--- src/rtl/r2sdf_bfly_stage.sv ---
// r2sdf_bfly_stage: radix-2 single-path delay-feedback butterfly stage.
// One complex sample in per accepted cycle. The stage emits butterfly sums (g)
// and differences (h) in natural SDF order, one cycle after the producing shift.
// The twiddle multiply is left to the next stage, which uses out_half/out_idx.
// Optional build macro: R2SDF_ROUND_EN. When it is defined and SCALE=1, the
// halved outputs round half up instead of truncating toward minus infinity.
module r2sdf_bfly_stage #(
    parameter  int DW    = 17,
    parameter  int DEPTH = 16,
    parameter  int SCALE = 1,
    localparam int OW    = (SCALE != 0) ? DW : DW + 1,
    localparam int IW    = (DEPTH > 1) ? $clog2(DEPTH) : 1
) (
    input  logic                 clk,
    input  logic                 rst,
    input  logic                 in_valid,
    output logic                 in_ready,
    input  logic signed [DW-1:0] in_r,
    input  logic signed [DW-1:0] in_i,
    input  logic                 flush,
    output logic                 out_valid,
    output logic signed [OW-1:0] out_r,
    output logic signed [OW-1:0] out_i,
    output logic                 out_half,
    output logic [IW-1:0]        out_idx
);

    localparam int CW = $clog2(DEPTH) + 1;
    localparam logic [CW-1:0] HALF = CW'(DEPTH);

    typedef enum logic [2:0] {
        S_IDLE,
        S_FILL,
        S_FIRST,
        S_SECOND,
        S_FLUSH
    } state_t;

    state_t                state_reg;
    logic [CW-1:0]         cnt_reg;
    logic [CW-1:0]         cnt_next;
    logic                  in_ready_reg;
    logic                  out_valid_reg;
    logic signed [OW-1:0]  out_r_reg;
    logic signed [OW-1:0]  out_i_reg;
    logic                  out_half_reg;
    logic [IW-1:0]         out_idx_reg;

    // Delay line, one entry per component; entry DEPTH-1 is the tail (B).
    logic signed [DW:0]    dl_r [DEPTH];
    logic signed [DW:0]    dl_i [DEPTH];

    logic                  flush_go;
    logic                  accept;
    logic                  shift_en;
    logic                  produce;
    logic signed [DW:0]    a_r, a_i, b_r, b_i;
    logic signed [DW:0]    sum_r, sum_i, diff_r, diff_i;
    logic signed [DW:0]    sr_r, sr_i;
    logic signed [DW:0]    res_r, res_i;
    logic signed [OW-1:0]  scaled_r, scaled_i;
    logic [IW-1:0]         idx_now;

    assign a_r    = {in_r[DW-1], in_r};
    assign a_i    = {in_i[DW-1], in_i};
    assign b_r    = dl_r[DEPTH-1];
    assign b_i    = dl_i[DEPTH-1];
    assign sum_r  = a_r + b_r;
    assign sum_i  = a_i + b_i;
    assign diff_r = b_r - a_r;
    assign diff_i = b_i - a_i;

    // Handshake and shift qualification. A flush at the frame boundary takes
    // the cycle over: the producer must not present a sample alongside it.
    always_comb begin
        flush_go = flush && (state_reg == S_SECOND) && (cnt_reg == '0);
        accept   = in_valid && in_ready_reg && !flush_go && (state_reg != S_FLUSH);
        shift_en = accept || (state_reg == S_FLUSH);
        produce  = shift_en && ((state_reg == S_FIRST) || (state_reg == S_SECOND) ||
                                (state_reg == S_FLUSH));
        cnt_next = cnt_reg + 1'b1;
    end

    // Per-state choice of what enters the delay line and what leaves the stage.
    always_comb begin
        sr_r  = a_r;
        sr_i  = a_i;
        res_r = b_r;
        res_i = b_i;
        case (state_reg)
            S_FIRST: begin
                sr_r  = diff_r;
                sr_i  = diff_i;
                res_r = sum_r;
                res_i = sum_i;
            end
            S_FLUSH: begin
                sr_r = '0;
                sr_i = '0;
            end
            default: ;
        endcase
    end

    // Output scaling: halve (truncate or round half up) or keep full growth.
    generate
        if (SCALE != 0) begin : g_halve
`ifdef R2SDF_ROUND_EN
            logic signed [DW:0] rnd_r, rnd_i;
            logic               unused_lsb;
            assign rnd_r      = res_r + (DW+1)'(1);
            assign rnd_i      = res_i + (DW+1)'(1);
            assign scaled_r   = rnd_r[DW:1];
            assign scaled_i   = rnd_i[DW:1];
            assign unused_lsb = rnd_r[0] ^ rnd_i[0];
`else
            logic unused_lsb;
            assign scaled_r   = res_r[DW:1];
            assign scaled_i   = res_i[DW:1];
            assign unused_lsb = res_r[0] ^ res_i[0];
`endif
        end else begin : g_full
            assign scaled_r = res_r;
            assign scaled_i = res_i;
        end
    endgenerate

    // Index within the half; with a single-entry line there is only index 0.
    generate
        if (DEPTH > 1) begin : g_idx
            assign idx_now = cnt_reg[CW-2:0];
        end else begin : g_idx0
            assign idx_now = '0;
        end
    endgenerate

    // Delay line: shifts on accepted samples and on every flush cycle.
    always_ff @(posedge clk) begin
        if (rst) begin
            for (int k = 0; k < DEPTH; k++) begin
                dl_r[k] <= '0;
                dl_i[k] <= '0;
            end
        end else if (shift_en) begin
            dl_r[0] <= sr_r;
            dl_i[0] <= sr_i;
            for (int k = 1; k < DEPTH; k++) begin
                dl_r[k] <= dl_r[k-1];
                dl_i[k] <= dl_i[k-1];
            end
        end
    end

    // Control sequencer with registered handshake and output registers.
    always_ff @(posedge clk) begin
        if (rst) begin
            state_reg     <= S_IDLE;
            cnt_reg       <= '0;
            in_ready_reg  <= 1'b1;
            out_valid_reg <= 1'b0;
            out_r_reg     <= '0;
            out_i_reg     <= '0;
            out_half_reg  <= 1'b0;
            out_idx_reg   <= '0;
        end else begin
            out_valid_reg <= produce;
            if (produce) begin
                out_r_reg    <= scaled_r;
                out_i_reg    <= scaled_i;
                out_half_reg <= (state_reg != S_FIRST);
                out_idx_reg  <= idx_now;
            end
            if (flush_go) begin
                state_reg    <= S_FLUSH;
                in_ready_reg <= 1'b0;
            end else if (shift_en) begin
                cnt_reg <= cnt_next;
                case (state_reg)
                    S_IDLE, S_FILL: begin
                        state_reg <= (cnt_next == HALF) ? S_FIRST : S_FILL;
                    end
                    S_FIRST: begin
                        if (cnt_next == '0) state_reg <= S_SECOND;
                    end
                    S_SECOND: begin
                        if (cnt_next == HALF) state_reg <= S_FIRST;
                    end
                    S_FLUSH: begin
                        if (cnt_next == HALF) begin
                            state_reg    <= S_IDLE;
                            cnt_reg      <= '0;
                            in_ready_reg <= 1'b1;
                        end
                    end
                    default: state_reg <= S_IDLE;
                endcase
            end
        end
    end

    assign in_ready  = in_ready_reg;
    assign out_valid = out_valid_reg;
    assign out_r     = out_r_reg;
    assign out_i     = out_i_reg;
    assign out_half  = out_half_reg;
    assign out_idx   = out_idx_reg;

endmodule
--- config.mk ---
export PLATFORM = sky130hd
export DESIGN_NAME = r2sdf_bfly_stage
export DESIGN_NICKNAME = d
export VERILOG_FILES = /design/src/rtl/r2sdf_bfly_stage.sv
export SDC_FILE = /design/constraint.sdc
export NUM_CORES = 1
export LEC_CHECK = 0
export BUFFER_PORTS_ARGS = -buffer_cell sky130_fd_sc_hd__buf_2
export CAP_MARGIN = 40
export CORE_MARGIN = 1.5
export CORE_UTILIZATION = 55
export DETAILED_ROUTE_END_ITERATION = 8
export PLACE_DENSITY_LB_ADDON = 0.25
export SLEW_MARGIN = 20
export SYNTH_ARGS = -nofsm -noshare
export SYNTH_HDL_FRONTEND = slang
export SYNTH_SLANG_ARGS = --single-unit
--- constraint.sdc ---
create_clock -name clk -period 38.7 [get_ports clk]
set_input_delay 5.805 -clock clk [delete_from_list [all_inputs] [get_ports clk]]
set_output_delay 5.805 -clock clk [all_outputs]
set_load 0.02 [all_outputs]
==> results.tsv <==
metric	value	unit
post-DP HPWL	35700	um
f_max	106	MHz
wirelength, routed	57500	um
CP max FO	151	
final net count	2255	
top-count cell post-synth	edfxtp_1	
post-synth top area cell	edfxtp_1	
# IOs	79	
vias in the first global route	15900	
DIE AREA	51200	um2
crit start category	input pin	
grt total ovfl	0	
Reg clk slew, reported paths	0.07	ns
asr flop ratio synth	0	%
Worst EP arrival	9.69	ns
post-CTS setup buffers	0	
ranking of synthesized cells by area	edfxtp_1 63%, and3_1 7.5%, nor2b_1 5.2%	
hold path cells	2	
vias per inst	5.78	
Post-synth EDFFs	576	
Synth warnings	0	
Clock Skew	0.0234	ns
synth unique cells	75	
hold endpoint	out_i[7]$_SDFFE_PP0P_	
Req. time, crit path	39.00	ns
clock share of power	38.6	%
Syn Area/Cell	12.9	um2
Synth Net Count	2233	
drt drc	0	
biggest regs	dl_i (288), dl_r (288)	
fin. max-slew vios	0	
post-CTS sizing	0	
Clk Tree Root Cell	clkbuf_16	
Hold Fails Final Rpt	0	
largest net degree at the start of global routing	220	
internal power	0.00119	W
Skew-Pair Late Insertion Delay	0.62	ns
LEAKAGE	13.1	nW
Min-Delay Path Class	flop to flop	
Hold-fix buffers, CTS	0	
top cell type's share of synthesized area	63.1	%
sequential share of power	52.6	%
H-Tree Depth	2	
post-synthesis sequential area ratio	66.7	%
Period minus WS final	9.40	ns
VDD IR max	43.3	uV
detailed-route via count	16500	
Synth top cells by count	576 x edfxtp_1, 330 x and3_1, 226 x nor2b_1	
RSZ-0062 raised after global routing	false	
first-pass iteration count of the detailed router	5	
worst reg2reg setup slack	33.89	ns
Final Setup Violations	0	
sw power	0.000355	W
gpl congestion	0.902	
status	completed	
gr usage total	22.8	%
final core utilization	62.2	%
Slew HR	46.7	%
Die X	226	um
crit end category	flop	
combinational fraction of design power	8.8	%
initial core utilization	55.9	%
share of cells above drive strength 1	10.1	%
first-pass GRT wire length	90000	um
WL per Instance	20.1	um
initial antenna violation count	7	
area grow syn2layout	11.3	%
antenna-violating nets left	0	
Crit Path Category	input pin to flop	
Pwr per Cell Area	50.7	nW/um2
mapped cell area	27400	um2
Slew @ Worst Pin	0.799	ns
Sw Ratio	23.0	%
Core Rows	81	
hold path startpoint	out_i[7]$_SDFFE_PP0P_	
1st-iter DRT viols	1497	
Die Height	226	um
port bufs	78	
Setup TNS	0	ns
CTS Sinks	625	
Crit Reg-Reg Endpoint	dl_r[1][102]$_SDFFCE_PP0P_	
R2R Path Start	state_reg[2]$_SDFFE_PP0P_	
number of synthesized register bits	625	
FILL cells	3806	
CTS tree	done	
Clock Path Buffers	3	
max_cap viols	0	
Core ar.	49100	um2
R2R depth	11	
fin crit share	24.3	%
TritonCTS buffer count	61	
top_reg_cell synth	edfxtp_1	
Mapped Cells	2121	
-- placed cells by master, fill, tap and decap left out, types with 15 or more instances in the layout --
cell type  instances
a21oi_1          100
nor2_1            99
ha_1              70
buf_4             19
xnor2_1           39
nand2_1           83
buf_2             77
nor3_1            17
dfxtp_1           49
and3_1           330
inv_1             74
edfxtp_1         576
nor2b_1          226
xor2_1            15
o21ai_0           55
clkbuf_16         62
-- worst max-delay path by stage --
stage / startpoint / endpoint / slack, ns / cells after the start
after floorplan: in_valid / dl_i[0][0]$_SDFFCE_PN0P_ / 18.72 / 5
after global placement: rst / dl_i[1][71]$_SDFFCE_PP0P_ / 28.22 / 6
after detailed placement: rst / dl_i[1][71]$_SDFFCE_PP0P_ / 28.81 / 7
after CTS: rst / dl_r[0][29]$_SDFFCE_PN0P_ / 29.47 / 7
after global routing: rst / dl_i[1][10]$_SDFFCE_PN0P_ / 29.00 / 8
final: rst / dl_r[1][102]$_SDFFCE_PP0P_ / 29.30 / 8
-- area by class of cell --
| type | count | area, um2 | area share (%) |
|---|---|---|---|
| Antenna cell | 1 | 2.50 | 0.00820 |
| Clock buffer | 76 | 1600 | 5.26 |
| Clock inverter | 36 | 397 | 1.30 |
| Inverter | 75 | 287 | 0.939 |
| Multi-Input combinational cell | 1270 | 8260 | 27.1 |
| Sequential cell | 625 | 18300 | 59.9 |
| Tap cell | 664 | 831 | 2.72 |
| Timing Repair Buffer | 110 | 862 | 2.82 |
-- critical path, cell delays in order --
cell     delay (ns)
buf_8          0.42
inv_6          0.36
nand2_4        0.47
buf_4          0.43
buf_12         0.37
buf_16         0.50
buf_4          0.59
buf_16         0.32
-- cell families after synthesis --
kind of cell    Yosys count  synth area share, %
mux                      12                0.447
compound gates          303                 7.24
flops                   625                 66.7
simple gates            827                 17.2
xor+xnor                 54                 1.73
fa+ha+maj                74                 3.49
buf+inv                 226                 3.26
-- through the flow --
step           power, W  std cells  hold WS, ns  area [um2]  setup slack [ns]
6_report        0.00155       2857        0.452       30500             29.30
5_1_grt         0.00160       2856        0.471       30500             29.00
4_1_cts         0.00156       2852        0.452       30400             29.47
3_5_place_dp   0.000961       2740        0.443       28400             28.81
3_3_place_gp   0.000957       2732        0.439       28200             28.22
2_1_floorplan  0.000934       2121        0.486       27400             18.72
-- layer usage --
| metal | vias up | part of all wire, % | routed length (um) | GRT usage (%) |
|---|---|---|---|---|
| met3 | 123 | 6.1 | 3490 | 5.11 |
| met2 | 419 | 46 | 26200 | 34.0 |
| met1 | 8154 | 45 | 25700 | 32.9 |
| met5 | - | 0.12 | 70 | 0 |
| li1 | 7803 | - | - | - |
| met4 | 12 | 3.4 | 1970 | 8.32 |
-- power by group through the flow --
stage               Combinational (W)  Sequential, W  Clock [W]
floorplan                   0.0000981       0.000836          0
global placement             0.000129       0.000828          0
detailed placement           0.000133       0.000828          0
CTS                          0.000134       0.000815   0.000610
global route                 0.000151       0.000819   0.000633
finish                       0.000136       0.000814   0.000596
Note: power is estimated with default switching activity, not from simulation.
